File: config.mk
export PLATFORM = sky130hd
export DESIGN_NAME = legv8_main_control
export DESIGN_NICKNAME = d
export VERILOG_FILES = /design/src/rtl/legv8_main_control.sv
export SDC_FILE = /design/constraint.sdc
export NUM_CORES = 1
export LEC_CHECK = 0
export ABC_AREA = 1
export BUFFER_PORTS_ARGS = -buffer_cell sky130_fd_sc_hd__buf_2
export CORE_MARGIN = 2
export CORE_UTILIZATION = 30
export CTS_CLUSTER_DIAMETER = 30
export DETAILED_ROUTE_END_ITERATION = 7
export GPL_TIMING_DRIVEN = 0
export PLACE_DENSITY = 0.55
export SLEW_MARGIN = 25
export SYNTH_ARGS = -nofsm -noshare
export SYNTH_HDL_FRONTEND = slang
export SYNTH_SLANG_ARGS = --single-unit
File: constraint.sdc
create_clock -name clk -period 1.7 [get_ports clk]
set_input_delay 0 -clock clk [delete_from_list [all_inputs] [get_ports clk]]
set_output_delay 0 -clock clk [all_outputs]
set_load 0.005 [all_outputs]
File: src/rtl/legv8_main_control.sv
// Multi-cycle LEGv8 main control: sequences FETCH/DECODE/EXECUTE/MEM/WB,
// drives ALUOp for alu_control plus datapath enables, traps illegal opcodes.
module legv8_main_control #(
  parameter int unsigned EXEC_CYCLES = 1,
  parameter int unsigned CNT_W       = 16
) (
  input  logic             clk,
  input  logic             reset_n,
  input  logic [10:0]      inst31_21,
  input  logic             mem_ready,
  input  logic             zero,
  output logic             imem_req,
  output logic             ir_write,
  output logic [1:0]       ALUOp,
  output logic             Reg2Loc,
  output logic             ALUSrc,
  output logic             MemRead,
  output logic             MemWrite,
  output logic             MemtoReg,
  output logic             RegWrite,
  output logic             pc_write,
  output logic             pc_src,
  output logic             illegal,
  output logic [CNT_W-1:0] instr_count
);

  typedef enum logic [2:0] {
    S_FETCH, S_DECODE, S_EXEC, S_MEM, S_WB, S_TRAP
  } state_t;

  typedef enum logic [2:0] {
    C_NONE, C_R, C_I, C_LD, C_ST, C_CBZ, C_B, C_BAD
  } cls_t;

  state_t     state, next_state;
  cls_t       cls;
  logic [1:0] exec_cnt;
  logic       exec_last;

  function automatic cls_t decode(input logic [10:0] op);
    casez (op)
      11'b10001011000,
      11'b11001011000,
      11'b10001010000,
      11'b10101010000: decode = C_R;
      11'b1001000100?: decode = C_I;
      11'b11111000010: decode = C_LD;
      11'b11111000000: decode = C_ST;
      11'b10110100???: decode = C_CBZ;
      11'b000101?????: decode = C_B;
      default:         decode = C_BAD;
    endcase
  endfunction

  assign exec_last = (exec_cnt == 2'(EXEC_CYCLES - 1));

  always_ff @(posedge clk or negedge reset_n) begin
    if (!reset_n) begin
      state       <= S_FETCH;
      cls         <= C_NONE;
      exec_cnt    <= '0;
      instr_count <= '0;
    end else begin
      state <= next_state;
      if (state == S_FETCH && mem_ready)
        cls <= decode(inst31_21);
      if (state == S_EXEC && !exec_last)
        exec_cnt <= exec_cnt + 2'd1;
      else
        exec_cnt <= '0;
      if (pc_write)
        instr_count <= instr_count + 1'b1;
    end
  end

  assign illegal = (state == S_TRAP);

  always_comb begin
    next_state = state;
    imem_req   = 1'b0;
    ir_write   = 1'b0;
    ALUOp      = 2'b00;
    Reg2Loc    = 1'b0;
    ALUSrc     = 1'b0;
    MemRead    = 1'b0;
    MemWrite   = 1'b0;
    MemtoReg   = 1'b0;
    RegWrite   = 1'b0;
    pc_write   = 1'b0;
    pc_src     = 1'b0;
    unique case (state)
      S_FETCH: begin
        imem_req = 1'b1;
        // gated by reset_n so the load pulse stays low while reset is held
        ir_write = mem_ready && reset_n;
        if (mem_ready) next_state = S_DECODE;
      end
      S_DECODE: begin
        next_state = (cls == C_BAD) ? S_TRAP : S_EXEC;
      end
      S_EXEC: begin
        ALUOp   = (cls == C_R) ? 2'b10 : (cls == C_CBZ) ? 2'b01 : 2'b00;
        ALUSrc  = (cls == C_I) || (cls == C_LD) || (cls == C_ST);
        Reg2Loc = (cls == C_ST) || (cls == C_CBZ);
        if (exec_last) begin
          unique case (cls)
            C_R, C_I:   next_state = S_WB;
            C_LD, C_ST: next_state = S_MEM;
            C_CBZ: begin
              pc_write   = 1'b1;
              pc_src     = zero;
              next_state = S_FETCH;
            end
            C_B: begin
              pc_write   = 1'b1;
              pc_src     = 1'b1;
              next_state = S_FETCH;
            end
            default: next_state = S_TRAP;
          endcase
        end
      end
      S_MEM: begin
        ALUSrc   = 1'b1;
        Reg2Loc  = (cls == C_ST);
        MemRead  = (cls == C_LD);
        MemWrite = (cls == C_ST);
        if (mem_ready) begin
          if (cls == C_ST) begin
            pc_write   = 1'b1;
            next_state = S_FETCH;
          end else begin
            next_state = S_WB;
          end
        end
      end
      S_WB: begin
        RegWrite   = 1'b1;
        MemtoReg   = (cls == C_LD);
        pc_write   = 1'b1;
        next_state = S_FETCH;
      end
      S_TRAP: next_state = S_TRAP;
      default: next_state = S_FETCH;
    endcase
  end

endmodule

==> results of run 1 <==
metal layers:
metal | vias to the layer above | share of wire (%) | track usage, %
met5 | - | 0 | 0
met4 | 0 | 0.66 | 3.000
met3 | 2 | 2.8 | 0.9890
met2 | 24 | 46 | 21.97
met1 | 789 | 51 | 18.39
li1 | 945 | - | -
cells in the mapped netlist (all sizes together) (2+ instances only):
library cell	number	share of area [%]
a21oi	6	1.9
buf	2	1.2
dfrtp	24	33
ha	6	4.1
inv	43	8.9
nand2	82	18
nand3	17	5.7
nand4	3	1.0
nor2	38	8.7
nor3	12	3.9
nor3b	2	0.83
o21ai	16	4.4
xnor2	2	0.97
xor2	9	4.4
per-stage QoR:
| step | setup slack, ps | utilization [%] |
|---|---|---|
| 2_1_floorplan | 233.2 | - |
| 3_5_place_dp | -3.851 | 35.99 |
| 6_report | 9.452 | 37.69 |
| 5_1_grt | -113.4 | 37.69 |
| 3_3_place_gp | -28.47 | 35.99 |
| 4_1_cts | -14.78 | 37.39 |
sequential cells by signal, summed over array words and instances (netlist names):
name         flops
cls              3
exec_cnt         2
instr_count     16
state            3
worst min-delay path by stage:
stage | endpoint | slack [ps] | from
6_report | state[0]$_DFFE_PN0P_ | 100 | mem_ready
5_1_grt | state[0]$_DFFE_PN0P_ | 130 | mem_ready
4_1_cts | state[0]$_DFFE_PN0P_ | 90 | mem_ready
3_5_place_dp | instr_count[15]$_DFFE_PN0P_ | 20 | reset_n
3_3_place_gp | instr_count[15]$_DFFE_PN0P_ | 20 | reset_n
2_1_floorplan | cls[0]$_DFFE_PN0P_ | -300 | reset_n
layout make-up:
class | count | area, um^2 | area share (%)
tap | 75 | 93.84 | 4.230
sequential | 24 | 601.8 | 27.13
clock buffer | 4 | 55.05 | 2.482
inverter | 43 | 161.4 | 7.276
multi-input combinational | 201 | 1059 | 47.72
timing repair buffer | 44 | 225.2 | 10.15
buffer | 2 | 22.52 | 1.015
power by group through the flow:
stage                     clock (mW)  combinational, mW  sequential, mW
after floorplan                    0             0.0268           0.582
after global placement             0             0.0654           0.582
after detailed placement           0             0.0663           0.582
after CTS                      0.394             0.0686           0.570
after global routing           0.431             0.0802           0.570
final                          0.384             0.0680           0.570
what timing repair did:
action / in CTS / in global routing
hold endpoints to repair: 24 / 0
pin swaps: 0 / 0
gates resized for setup: 4 / 4
hold buffers: 1 / 0
endpoints found under the setup margin: 2 / 3
critical path, cell delays in order, from the launching register on:
cell,delay [ps]
dfrtp_1,380
inv_1,90
ha_1,210
nand2_2,130
nor2_4,60
a21oi_4,190
nand2_8,100
buf_6,160
buf_2,120
cell families after synthesis:
kind of cell	count (synthesis)	synth area share, %
buffers and inverters	45	10.17
XOR/XNOR	11	5.325
adder cells (fa/ha/maj)	6	4.149
AO/OA/AOI/OAI	26	7.884
AND/OR/NAND/NOR	158	39.28
flip-flops	24	33.20
placed cells by master (no fill, tap or decap), types with 2 or more instances in the layout:
cell type / instances
nor2_1: 36
nand2_2: 4
ha_1: 5
nor2_4: 2
dfrtp_1: 23
inv_2: 2
o21ai_0: 11
nand3_1: 15
buf_2: 43
nor3_2: 4
inv_1: 41
o21ai_1: 5
buf_6: 2
nor3b_1: 2
xor2_1: 9
nor3_1: 8
a21oi_1: 5
clkbuf_8: 4
nand4_1: 3
nand2_1: 77
xnor2_1: 2
==> tab_implementation.tex, run 1 <==
\begin{tabular}{lr}
\hline
Metric & Value \\
\hline
\multicolumn{2}{l}{\textbf{Clock network}} \\
TritonCTS Sinks & 24 \\
Number of buffers added for setup after CTS & 0 \\
TritonCTS clock tree & done \\
Clock-pin slew of the registers on the worst-case setup and hold paths & 80 ps \\
CTS buffer count & 3 \\
Clk root buf & clkbuf\_8 \\
Clk Latency, worst-skew pair & 260 ps \\
Buffer depth of the longest clock path & 2 \\
Maximum level of the CTS H-tree & 1 \\
\multicolumn{2}{l}{\textbf{Synth}} \\
Syn\_area\_per\_cell & approximately 6.7 um\^{}2 \\
Ys flop type & dfrtp\_1 \\
Async set or reset register ratio after synthesis & 100.0\% \\
Post-synthesis instance total & 270 \\
Count of flip-flops with a built-in enable after synthesis & 0 \\
Share of the yosys chip area belonging to registers & roughly a third \\
Synth warnings & 0 \\
Number of flip-flops and latches in the synthesized netlist & 24 \\
Syn nets & around 290 \\
Distinct cell type count of the synthesized netlist & 31 \\
Post-synth design cell area & around 1800 um\^{}2 \\
\multicolumn{2}{l}{\textbf{Critical path}} \\
CP Capture Point & pc\_write \\
Critical R2R Launch & cls[0]\$\_DFFE\_PN0P\_ \\
R2R cell count & 9 \\
Capturing element type of the critical path & output pin \\
Largest fanout of any net on the critical path & 10 \\
Worst reg2reg path endpoint & instr\_count[6]\$\_DFFE\_PN0P\_ \\
Kind of critical path & reg -> out \\
Worst setup startpoint & cls[0]\$\_DFFE\_PN0P\_ \\
Kind of start point of the critical path & flip-flop \\
Worst endpoint data arrival time & $\sim$1700 ps \\
Critical Path RT & approximately 1700 ps \\
Reg-to-reg slack, setup & 160 ps \\
\multicolumn{2}{l}{\textbf{Cells and area}} \\
Fraction of layout instances using a drive strength above 1 & between 20\% and 30\% \\
Layout Cells excl Fill & a little under 400 \\
Diodes inserted & 0 \\
Final net count & 340 \\
Post-layout instance area & 2218 um\^{}2 \\
Layout area overhead & 22.61\% \\
Total of fill cells in the finished design & 650 \\
\multicolumn{2}{l}{\textbf{Timing}} \\
RSZ-0062 raised after global routing & true \\
Clock tree skew after final layout & approximately 6.4 ps \\
Setup TNS & 0 ps \\
Clock period minus final worst setup slack & about 1700 ps \\
Worst rel slew slack & between 60\% and 70\% \\
Hold violation total from the final report & 0 \\
Worst slew pin tran & between 500 and 600 ps \\
Final count of negative-setup-slack endpoints & 0 \\
Ratio of final minimum period to clock period & about 99\% \\
Count of final max-slew check failures & 0 \\
Worst hold margin & 97.16 ps \\
Max Clk Rate & 591.5 MHz \\
\multicolumn{2}{l}{\textbf{Power}} \\
Reported leakage power & around 1.1 nW \\
Relative contribution of combinational cells to total power & approximately 6.7\% \\
Pwr Density & approximately 460 nW/um\^{}2 \\
Switching Share & a little over a fifth \\
Power after layout & 1.022 mW \\
Internal power consumption & approximately 800 uW \\
Sequential share of power & between 50\% and 60\% \\
Net switching power & between 200 and 250 uW \\
Clock power share & between 30\% and 40\% \\
Worst ir drop on vdd & 0.2587 mV \\
\multicolumn{2}{l}{\textbf{Global routing}} \\
Antenna violations before repair & 0 \\
GR Util All Layers & a little over an eighth \\
Number of global-route vias before repair & $\sim$1600 \\
Remaining global-route overflow & 0 \\
Wire length of the first global-routing pass & slightly above 7000 um \\
Largest net degree at the start of global routing & 26 \\
\multicolumn{2}{l}{\textbf{Place}} \\
Buffers added on ports & 43 \\
Cell total after placement & 388 \\
Placer Congestion & roughly 0.84 \\
DP HPWL & around 3300 um \\
Post-Place Cell Area & 2118 um\^{}2 \\
\multicolumn{2}{l}{\textbf{Die}} \\
X dimension of the die & 81.66 um \\
Standard-cell row count & 28 \\
Initial Util & 30.74\% \\
Height of the chip & roughly 82 um \\
I/O pin total & 44 \\
Area of the core & $\sim$5900 um\^{}2 \\
Overall die area & roughly 6700 um\^{}2 \\
\multicolumn{2}{l}{\textbf{Routing}} \\
Number of violations reported at the end of detailed-routing iteration 0 & approximately 120 \\
Routed Wire Length & around 4100 um \\
Detailed-route DRC error count & 0 \\
Routed via count divided by cell count & 4.478 \\
Remaining antenna violation count after routing & 0 \\
WL/cell & just over 10 um \\
DRT Pass-1 Iters & 4 \\
Detailed-route via count & around 1800 \\
\multicolumn{2}{l}{\textbf{Min path}} \\
Hold-critical path depth & 4 \\
Hold/Removal Path Class & in -> reg \\
\multicolumn{2}{l}{\textbf{Outcome}} \\
Result of the run & finished, final reports clean \\
\multicolumn{2}{l}{\textbf{Job}} \\
Maximum Capacitance Violations & 0 \\
\hline
\end{tabular}
(Power assumes the default switching activity.)
==> run 2: changes to the inputs <==
--- a/config.mk
+++ b/config.mk
@@ -7,7 +7,6 @@
 export LEC_CHECK = 0
 export ABC_AREA = 1
 export BUFFER_PORTS_ARGS = -buffer_cell sky130_fd_sc_hd__buf_2
-export CORE_MARGIN = 2
 export CORE_UTILIZATION = 30
 export CTS_CLUSTER_DIAMETER = 30
 export DETAILED_ROUTE_END_ITERATION = 7
==> constraint.sdc (replaced) <==
create_clock -name clk -period 2.2 [get_ports clk]
set_input_delay 0 -clock clk [delete_from_list [all_inputs] [get_ports clk]]
set_output_delay 0 -clock clk [all_outputs]
set_load 0.005 [all_outputs]
==> tab_implementation.tex, run 2 (synthesis results as in run 1) <==
\begin{tabular}{lr}
\hline
Metric & Value \\
\hline
\multicolumn{2}{l}{\textbf{Power}} \\
Switching Share & between 20\% and 30\% \\
Clock power share & between 30\% and 40\% \\
Reported leakage power & around 1.1 nW \\
Net switching power & approximately 180 uW \\
Sequential share of power & 55.4\% \\
Worst ir drop on vdd & around 0.23 mV \\
Internal power consumption & $\sim$620 uW \\
Relative contribution of combinational cells to total power & around 6.5\% \\
Pwr Density & between 300 and 400 nW/um\^{}2 \\
Power after layout & about 800 uW \\
\multicolumn{2}{l}{\textbf{Outcome}} \\
Result of the run & finished, final reports clean \\
\multicolumn{2}{l}{\textbf{Cells and area}} \\
Largest registers & instr\_count: 16 flops, cls: 3 flops, state: 3 flops \\
Layout Cells excl Fill & a little under 400 \\
Layout area overhead & 20.47\% \\
Final net count & between 300 and 400 \\
Total of fill cells in the finished design & about 650 \\
Number of flip-flops in the largest register & 16 \\
Fraction of layout instances using a drive strength above 1 & between 15 and 20\% \\
Most common cell after layout, fill and taps aside & nand2\_1 \\
Core utilization of the finished layout & between 30\% and 40\% \\
Largest Register & instr\_count \\
Diodes inserted & 0 \\
Commonest cells after routing, fill and taps aside & 79 x nand2\_1, 43 x buf\_2, 41 x inv\_1 \\
\multicolumn{2}{l}{\textbf{Routing}} \\
Remaining antenna violation count after routing & 0 \\
Routed Wire Length & 4075 um \\
Number of violations reported at the end of detailed-routing iteration 0 & 85 \\
Routed via count divided by cell count & approximately 4.6 \\
WL/cell & 10.45 um \\
Detailed-route via count & about 1800 \\
Detailed-route DRC error count & 0 \\
DRT Pass-1 Iters & 4 \\
\multicolumn{2}{l}{\textbf{Place}} \\
DP HPWL & approximately 3300 um \\
Worst slack at placement & 519.6 ps \\
Cell total after placement & between 300 and 400 \\
Buffers added on ports & 43 \\
Placer Congestion & approximately 0.86 \\
\multicolumn{2}{l}{\textbf{Die}} \\
Standard-cell row count & 27 \\
Initial Util & between 30\% and 40\% \\
I/O pin total & 44 \\
Area of the core & 5675 um\^{}2 \\
Overall die area & around 6300 um\^{}2 \\
Height of the chip & roughly 80 um \\
X dimension of the die & 79.66 um \\
\multicolumn{2}{l}{\textbf{Timing}} \\
RSZ-0062 raised after global routing & false \\
Final count of negative-setup-slack endpoints & 0 \\
Hold violation total from the final report & 0 \\
Worst slew pin tran & around 560 ps \\
Max Clk Rate & approximately 570 MHz \\
Clock tree skew after final layout & between 9 and 10 ps \\
PnR worst setup slack & between 400 and 500 ps \\
Worst rel slew slack & a little over three fifths \\
Ratio of final minimum period to clock period & 79.17\% \\
Count of final max-slew check failures & 0 \\
Setup TNS & 0 ps \\
Clock period minus final worst setup slack & about 1700 ps \\
\multicolumn{2}{l}{\textbf{Critical path}} \\
Largest fanout of any net on the critical path & 10 \\
Kind of critical path & reg -> out \\
Worst endpoint data arrival time & between 1500 and 2000 ps \\
Critical Path RT & 2200 ps \\
Capturing element type of the critical path & output pin \\
Worst setup startpoint & cls[0]\$\_DFFE\_PN0P\_ \\
Critical R2R Launch & instr\_count[0]\$\_DFFE\_PN0P\_ \\
Kind of start point of the critical path & flip-flop \\
\multicolumn{2}{l}{\textbf{Global routing}} \\
GR Util All Layers & 13.82\% \\
Number of global-route vias before repair & 1595 \\
Most utilized layer in the global route result & met2 \\
Met1 layer usage reported by global route & 18.44\% \\
Antenna violations before repair & 0 \\
Met2 layer usage reported by global route & approximately 24\% \\
Remaining global-route overflow & 0 \\
Largest net degree at the start of global routing & 26 \\
M3 GR Usage & less than 1\% \\
Wire length of the first global-routing pass & around 7000 um \\
\multicolumn{2}{l}{\textbf{Clock network}} \\
Maximum level of the CTS H-tree & 1 \\
Clk root buf & clkbuf\_8 \\
TritonCTS Sinks & 24 \\
Buffer depth of the longest clock path & 2 \\
Clock-pin slew of the registers on the worst-case setup and hold paths & about 80 ps \\
CTS buffer count & 3 \\
Clk Latency, worst-skew pair & between 200 and 300 ps \\
Number of buffers added for setup after CTS & 0 \\
TritonCTS clock tree & done \\
\multicolumn{2}{l}{\textbf{Job}} \\
Maximum Capacitance Violations & 0 \\
\multicolumn{2}{l}{\textbf{Min path}} \\
Startpoint of the worst hold path & mem\_ready \\
Hold/Removal Path Class & in -> reg \\
\hline
\end{tabular}
[run 2: layer usage]
metal / vias to the layer above / share of wire [%] / routed length [um]
met5: - / 0 / 0
met4: 0 / 0.74 / 30
met3: 2 / 2.7 / 109
met2: 32 / 47 / 1919
met1: 804 / 49 / 2016
li1: 943 / - / -
[run 2: layout make-up]
| cell class | count | area, um^2 | area share, % |
|---|---|---|---|
| repair buffers | 44 | 225.2 | 10.33 |
| well taps | 72 | 90.09 | 4.133 |
| plain buffers | 2 | 22.52 | 1.033 |
| clock buffers | 4 | 55.05 | 2.526 |
| inverters | 43 | 161.4 | 7.405 |
| flip-flops and latches | 24 | 600.6 | 27.55 |
| multi-input cells | 201 | 1025 | 47.01 |
[run 2: final timing paths]
| check | end | slack (ps) | depth (start not counted) |
|---|---|---|---|
| setup / recovery | pc_write | 460 | 8 |
| hold / removal | state[0]$_DFFE_PN0P_ | 90 | 4 |
| setup reg to reg | instr_count[14]$_DFFE_PN0P_ | 530 | 7 |
| hold reg to reg | exec_cnt[0]$_DFF_PN0_ | 430 | 1 |
| max in group asynchronous | cls[2]$_DFFE_PN0P_ | 1570 | 2 |
| min in group asynchronous | instr_count[15]$_DFFE_PN0P_ | 250 | 2 |
[run 2: power groups by stage]
stage	Clock, mW	Combinational, mW	Sequential, mW
2_1_floorplan	0	0.0207	0.450
3_3_place_gp	0	0.0507	0.449
3_5_place_dp	0	0.0514	0.449
4_1_cts	0.316	0.0529	0.441
5_1_grt	0.334	0.0609	0.441
6_report	0.303	0.0515	0.441
[run 2: timing repair]
action                                 CTS  global route
endpoints found under the hold margin   24             0
resized for setup                        0             0
hold buffers                             1             0
[run 2: per-stage QoR]
stage,area [um^2],hold WS [ps]
6_report,2180,86.21
3_3_place_gp,2115,23.88
4_1_cts,2180,81.09
5_1_grt,2180,97.65
2_1_floorplan,1809,-295.6
3_5_place_dp,2115,28.98
[run 2: worst max-delay path, cell delays in order (launching register included)]
cell     delay, ps
dfrtp_1        380
inv_1           80
ha_1           190
nand2_1        190
nor2_4          70
a21oi_2        170
nand2_4        120
buf_6          160
buf_2          120
==> run 3: changes to the inputs <==
--- a/config.mk
+++ b/config.mk
@@ -5,13 +5,13 @@
 export SDC_FILE = /design/constraint.sdc
 export NUM_CORES = 1
 export LEC_CHECK = 0
-export ABC_AREA = 1
+export ABC_AREA = 0
 export BUFFER_PORTS_ARGS = -buffer_cell sky130_fd_sc_hd__buf_2
 export CORE_UTILIZATION = 30
 export CTS_CLUSTER_DIAMETER = 30
 export DETAILED_ROUTE_END_ITERATION = 7
 export GPL_TIMING_DRIVEN = 0
-export PLACE_DENSITY = 0.55
+export PLACE_DENSITY = 0.56
 export SLEW_MARGIN = 25
 export SYNTH_ARGS = -nofsm -noshare
 export SYNTH_HDL_FRONTEND = slang
==> constraint.sdc (replaced) <==
create_clock -name clk -period 1.8 [get_ports clk]
set_input_delay 0 -clock clk [delete_from_list [all_inputs] [get_ports clk]]
set_output_delay 0 -clock clk [all_outputs]
set_load 0.005 [all_outputs]
==> tab_implementation.tex, run 3 <==
\begin{tabular}{lr}
\hline
Metric & Value \\
\hline
\multicolumn{2}{l}{\textbf{Outcome}} \\
Result of the run & finished, final reports clean \\
\multicolumn{2}{l}{\textbf{Place}} \\
Post-Place Cell Area & roughly 1900 um\^{}2 \\
Buffers added on ports & 43 \\
Placer Congestion & 0.7936 \\
Worst slack at placement & -40.35 ps \\
DP HPWL & roughly 2700 um \\
\multicolumn{2}{l}{\textbf{Synth}} \\
Count of flip-flops with a built-in enable after synthesis & 0 \\
Number of flip-flops and latches in the synthesized netlist & 24 \\
Syn nets & around 190 \\
Post-synthesis instance total & $\sim$170 \\
Share of the yosys chip area belonging to registers & 37.44\% \\
Leading cell types by count after synthesis & 24 x dfrtp\_1, 11 x inv\_1, 11 x nand2\_1, 11 x nor2\_1 \\
Largest area contributor in the synthesized netlist & dfrtp\_1 \\
Syn\_area\_per\_cell & a little over 9 um\^{}2 \\
Distinct cell type count of the synthesized netlist & 46 \\
Ys flop type & dfrtp\_1 \\
Top cells by area in the synthesized netlist & dfrtp\_1 37\%, ha\_1 4.7\%, xor2\_1 4.4\%, xnor2\_1 3.8\%, a21oi\_1 3.1\% \\
Async set or reset register ratio after synthesis & 100.0\% \\
Count leader, synth & dfrtp\_1 \\
Area fraction of the dominant cell type after synthesis & between 30\% and 40\% \\
Synth warnings & 0 \\
Post-synth design cell area & around 1600 um\^{}2 \\
\multicolumn{2}{l}{\textbf{Job}} \\
Maximum Capacitance Violations & 0 \\
\multicolumn{2}{l}{\textbf{Clock network}} \\
Clk root buf & clkbuf\_8 \\
Clock-pin slew of the registers on the worst-case setup and hold paths & about 90 ps \\
Buffer depth of the longest clock path & 2 \\
CTS buffer count & 3 \\
TritonCTS clock tree & done \\
Clk Latency, worst-skew pair & approximately 260 ps \\
Maximum level of the CTS H-tree & 1 \\
TritonCTS Sinks & 24 \\
Number of buffers added for setup after CTS & 0 \\
\multicolumn{2}{l}{\textbf{Timing}} \\
Clock period minus final worst setup slack & 1721 ps \\
Worst slew pin tran & around 560 ps \\
Clock tree skew after final layout & approximately 2.8 ps \\
RSZ-0062 raised after global routing & true \\
Worst rel slew slack & 62.44\% \\
Count of final max-slew check failures & 0 \\
Hold violation total from the final report & 0 \\
PnR worst setup slack & between 70 and 80 ps \\
Ratio of final minimum period to clock period & 95.62\% \\
Setup TNS & 0 ps \\
Final count of negative-setup-slack endpoints & 0 \\
Max Clk Rate & between 500 and 600 MHz \\
\multicolumn{2}{l}{\textbf{Cells and area}} \\
Most common cell after layout, fill and taps aside & buf\_2 \\
Total of fill cells in the finished design & 553 \\
Total area of sequential cells & around 600 um\^{}2 \\
Number of flip-flops in the largest register & 16 \\
Largest registers & instr\_count: 16 flops, cls: 3 flops, state: 3 flops \\
Fraction of layout instances using a drive strength above 1 & between 20\% and 30\% \\
Area of the multi-input gates & slightly below 1000 um\^{}2 \\
Layout area overhead & 26.68\% \\
Largest Register & instr\_count \\
Final net count & $\sim$240 \\
Commonest cells after routing, fill and taps aside & 43 x buf\_2, 24 x dfrtp\_1, 11 x inv\_1, 11 x nand2\_1 \\
Post-layout instance area & about 2000 um\^{}2 \\
Diodes inserted & 0 \\
Core utilization of the finished layout & between 30\% and 40\% \\
\multicolumn{2}{l}{\textbf{Global routing}} \\
Remaining global-route overflow & 0 \\
GR Util All Layers & a little over an eighth \\
Number of global-route vias before repair & between 1000 and 1500 \\
Largest net degree at the start of global routing & 26 \\
Wire length of the first global-routing pass & between 5000 and 6000 um \\
Antenna violations before repair & 0 \\
\multicolumn{2}{l}{\textbf{Power}} \\
Power after layout & approximately 2.1 mW \\
Internal power consumption & about 1.3 mW \\
Pwr Density & $\sim$1000 nW/um\^{}2 \\
Sequential share of power & 35.9\% \\
Clock power share & between 20\% and 30\% \\
Worst ir drop on vdd & 0.3292 mV \\
Switching Share & 36.65\% \\
Relative contribution of combinational cells to total power & roughly two fifths \\
Net switching power & around 760 uW \\
Reported leakage power & between 0.9 and 1 nW \\
\multicolumn{2}{l}{\textbf{Die}} \\
X dimension of the die & $\sim$75 um \\
Height of the chip & between 70 and 80 um \\
Initial Util & between 30\% and 40\% \\
I/O pin total & between 40 and 50 \\
Standard-cell row count & 26 \\
Overall die area & 5643 um\^{}2 \\
Area of the core & 5140 um\^{}2 \\
\multicolumn{2}{l}{\textbf{Routing}} \\
Detailed-route via count & 1413 \\
Number of violations reported at the end of detailed-routing iteration 0 & 68 \\
DRT Pass-1 Iters & 4 \\
Routed via count divided by cell count & 4.856 \\
WL/cell & between 10 and 15 um \\
Detailed-route DRC error count & 0 \\
Remaining antenna violation count after routing & 0 \\
Routed Wire Length & roughly 3600 um \\
\multicolumn{2}{l}{\textbf{Critical path}} \\
Worst-path cell chain & inv\_1, ha\_2, nand2b\_4, o21ai\_4, a31o\_4, mux2\_2 \\
Capturing element type of the critical path & flip-flop \\
Cell type of the slowest stage on the worst timing path & dfrtp\_1 \\
Critical Path RT & about 2000 ps \\
Largest fanout of any net on the critical path & 6 \\
Kind of critical path & reg -> reg \\
Delay of the slowest critical-path stage & 390 ps \\
Kind of start point of the critical path & flip-flop \\
Worst endpoint data arrival time & about 1900 ps \\
\multicolumn{2}{l}{\textbf{Min path}} \\
Hold/Removal Path Class & in -> reg \\
\hline
\end{tabular}
## run 3: cell count changes after synthesis, moves of 3 or more
cell | previous run | this run
nand2_1 | 79 | 11
inv_1 | 41 | 11
nor2_1 | 36 | 11
nand3_1 | 15 | 6
and3_1 | 0 | 7
a21oi_1 | 5 | 10
nand2b_1 | 0 | 5
nor2b_1 | 0 | 5
o21ai_1 | 5 | 0
xnor2_1 | 2 | 7
o21ai_0 | 11 | 7
and3b_1 | 0 | 3
clkbuf_1 | 0 | 3
## run 3: logic make-up after synthesis
logic type | share of synthesized area (%)
xor gates and xnor gates | 8.191
adders and majority gates | 4.680
buffers and inverters | 4.212
DFF | 37.44
and+or+nand+nor | 31.51
muxes | 1.326
AOI/OAI and AO/OA | 12.64
## run 3: timing repair
item | CTS | global route
hold buffers | 1 | 0
endpoints found under the hold margin | 24 | 0
gates cloned | 0 | 0
pin swaps | 0 | 1
resized for setup | 3 | 7
setup endpoints to repair | 3 | 10
## run 3: layer usage
layer	global-route usage [%]	wire (um)	up-vias
met5	0	0	-
met4	3.145	27	0
met3	2.276	178	2
met2	20.52	1537	35
met1	19.72	1813	665
li1	-	-	711
## run 3: per-stage QoR
stage                     instances  hold WS, ps
final                           291        29.44
after CTS                       291        30.95
after global routing            291        53.35
after detailed placement        286        36.88
after global placement          286        34.37
after floorplan                 173       -295.6
## run 3: worst paths after layout
check                                      startpoint                          to  slack, ps  depth (start not counted)
worst max-delay path            exec_cnt[0]$_DFF_PN0_  instr_count[1]$_DFFE_PN0P_         80                          6
worst min-delay path                     inst31_21[1]          cls[1]$_DFFE_PN0P_         30                          3
worst max register to register  exec_cnt[0]$_DFF_PN0_  instr_count[1]$_DFFE_PN0P_         80                          6
worst min register to register  exec_cnt[0]$_DFF_PN0_       exec_cnt[0]$_DFF_PN0_        440                          1
max in group asynchronous                     reset_n  instr_count[0]$_DFFE_PN0P_       1170                          2
min in group asynchronous                     reset_n        state[2]$_DFFE_PN0P_        250                          2
## run 3: power by group through the flow
stage / Sequential (mW) / Combinational [mW] / Clock [mW]
final: 0.747 / 0.856 / 0.477
after global routing: 0.771 / 0.977 / 0.510
after CTS: 0.748 / 0.828 / 0.489
after detailed placement: 0.759 / 0.804 / 0
after global placement: 0.757 / 0.799 / 0
after floorplan: 0.735 / 0.555 / 0
## run 3: layout make-up
cell class              count  area share, %
clock inverters             1          1.478
multi-input cells         133          48.15
inverters                  11          2.032
clock buffers               3          2.032
flip-flops and latches     24          29.56
repair buffers             44          11.08
well taps                  70          4.310
plain buffers               5          1.355
## run 3: worst max-delay path: cells and delay by family (launching register included)
family / cells / cell delay, ps
AOI/OAI and AO/OA: 2 / 490
adders and majority gates: 1 / 260
buffers and inverters: 1 / 60
DFF: 1 / 390
muxes: 1 / 330
and+or+nand+nor: 1 / 80
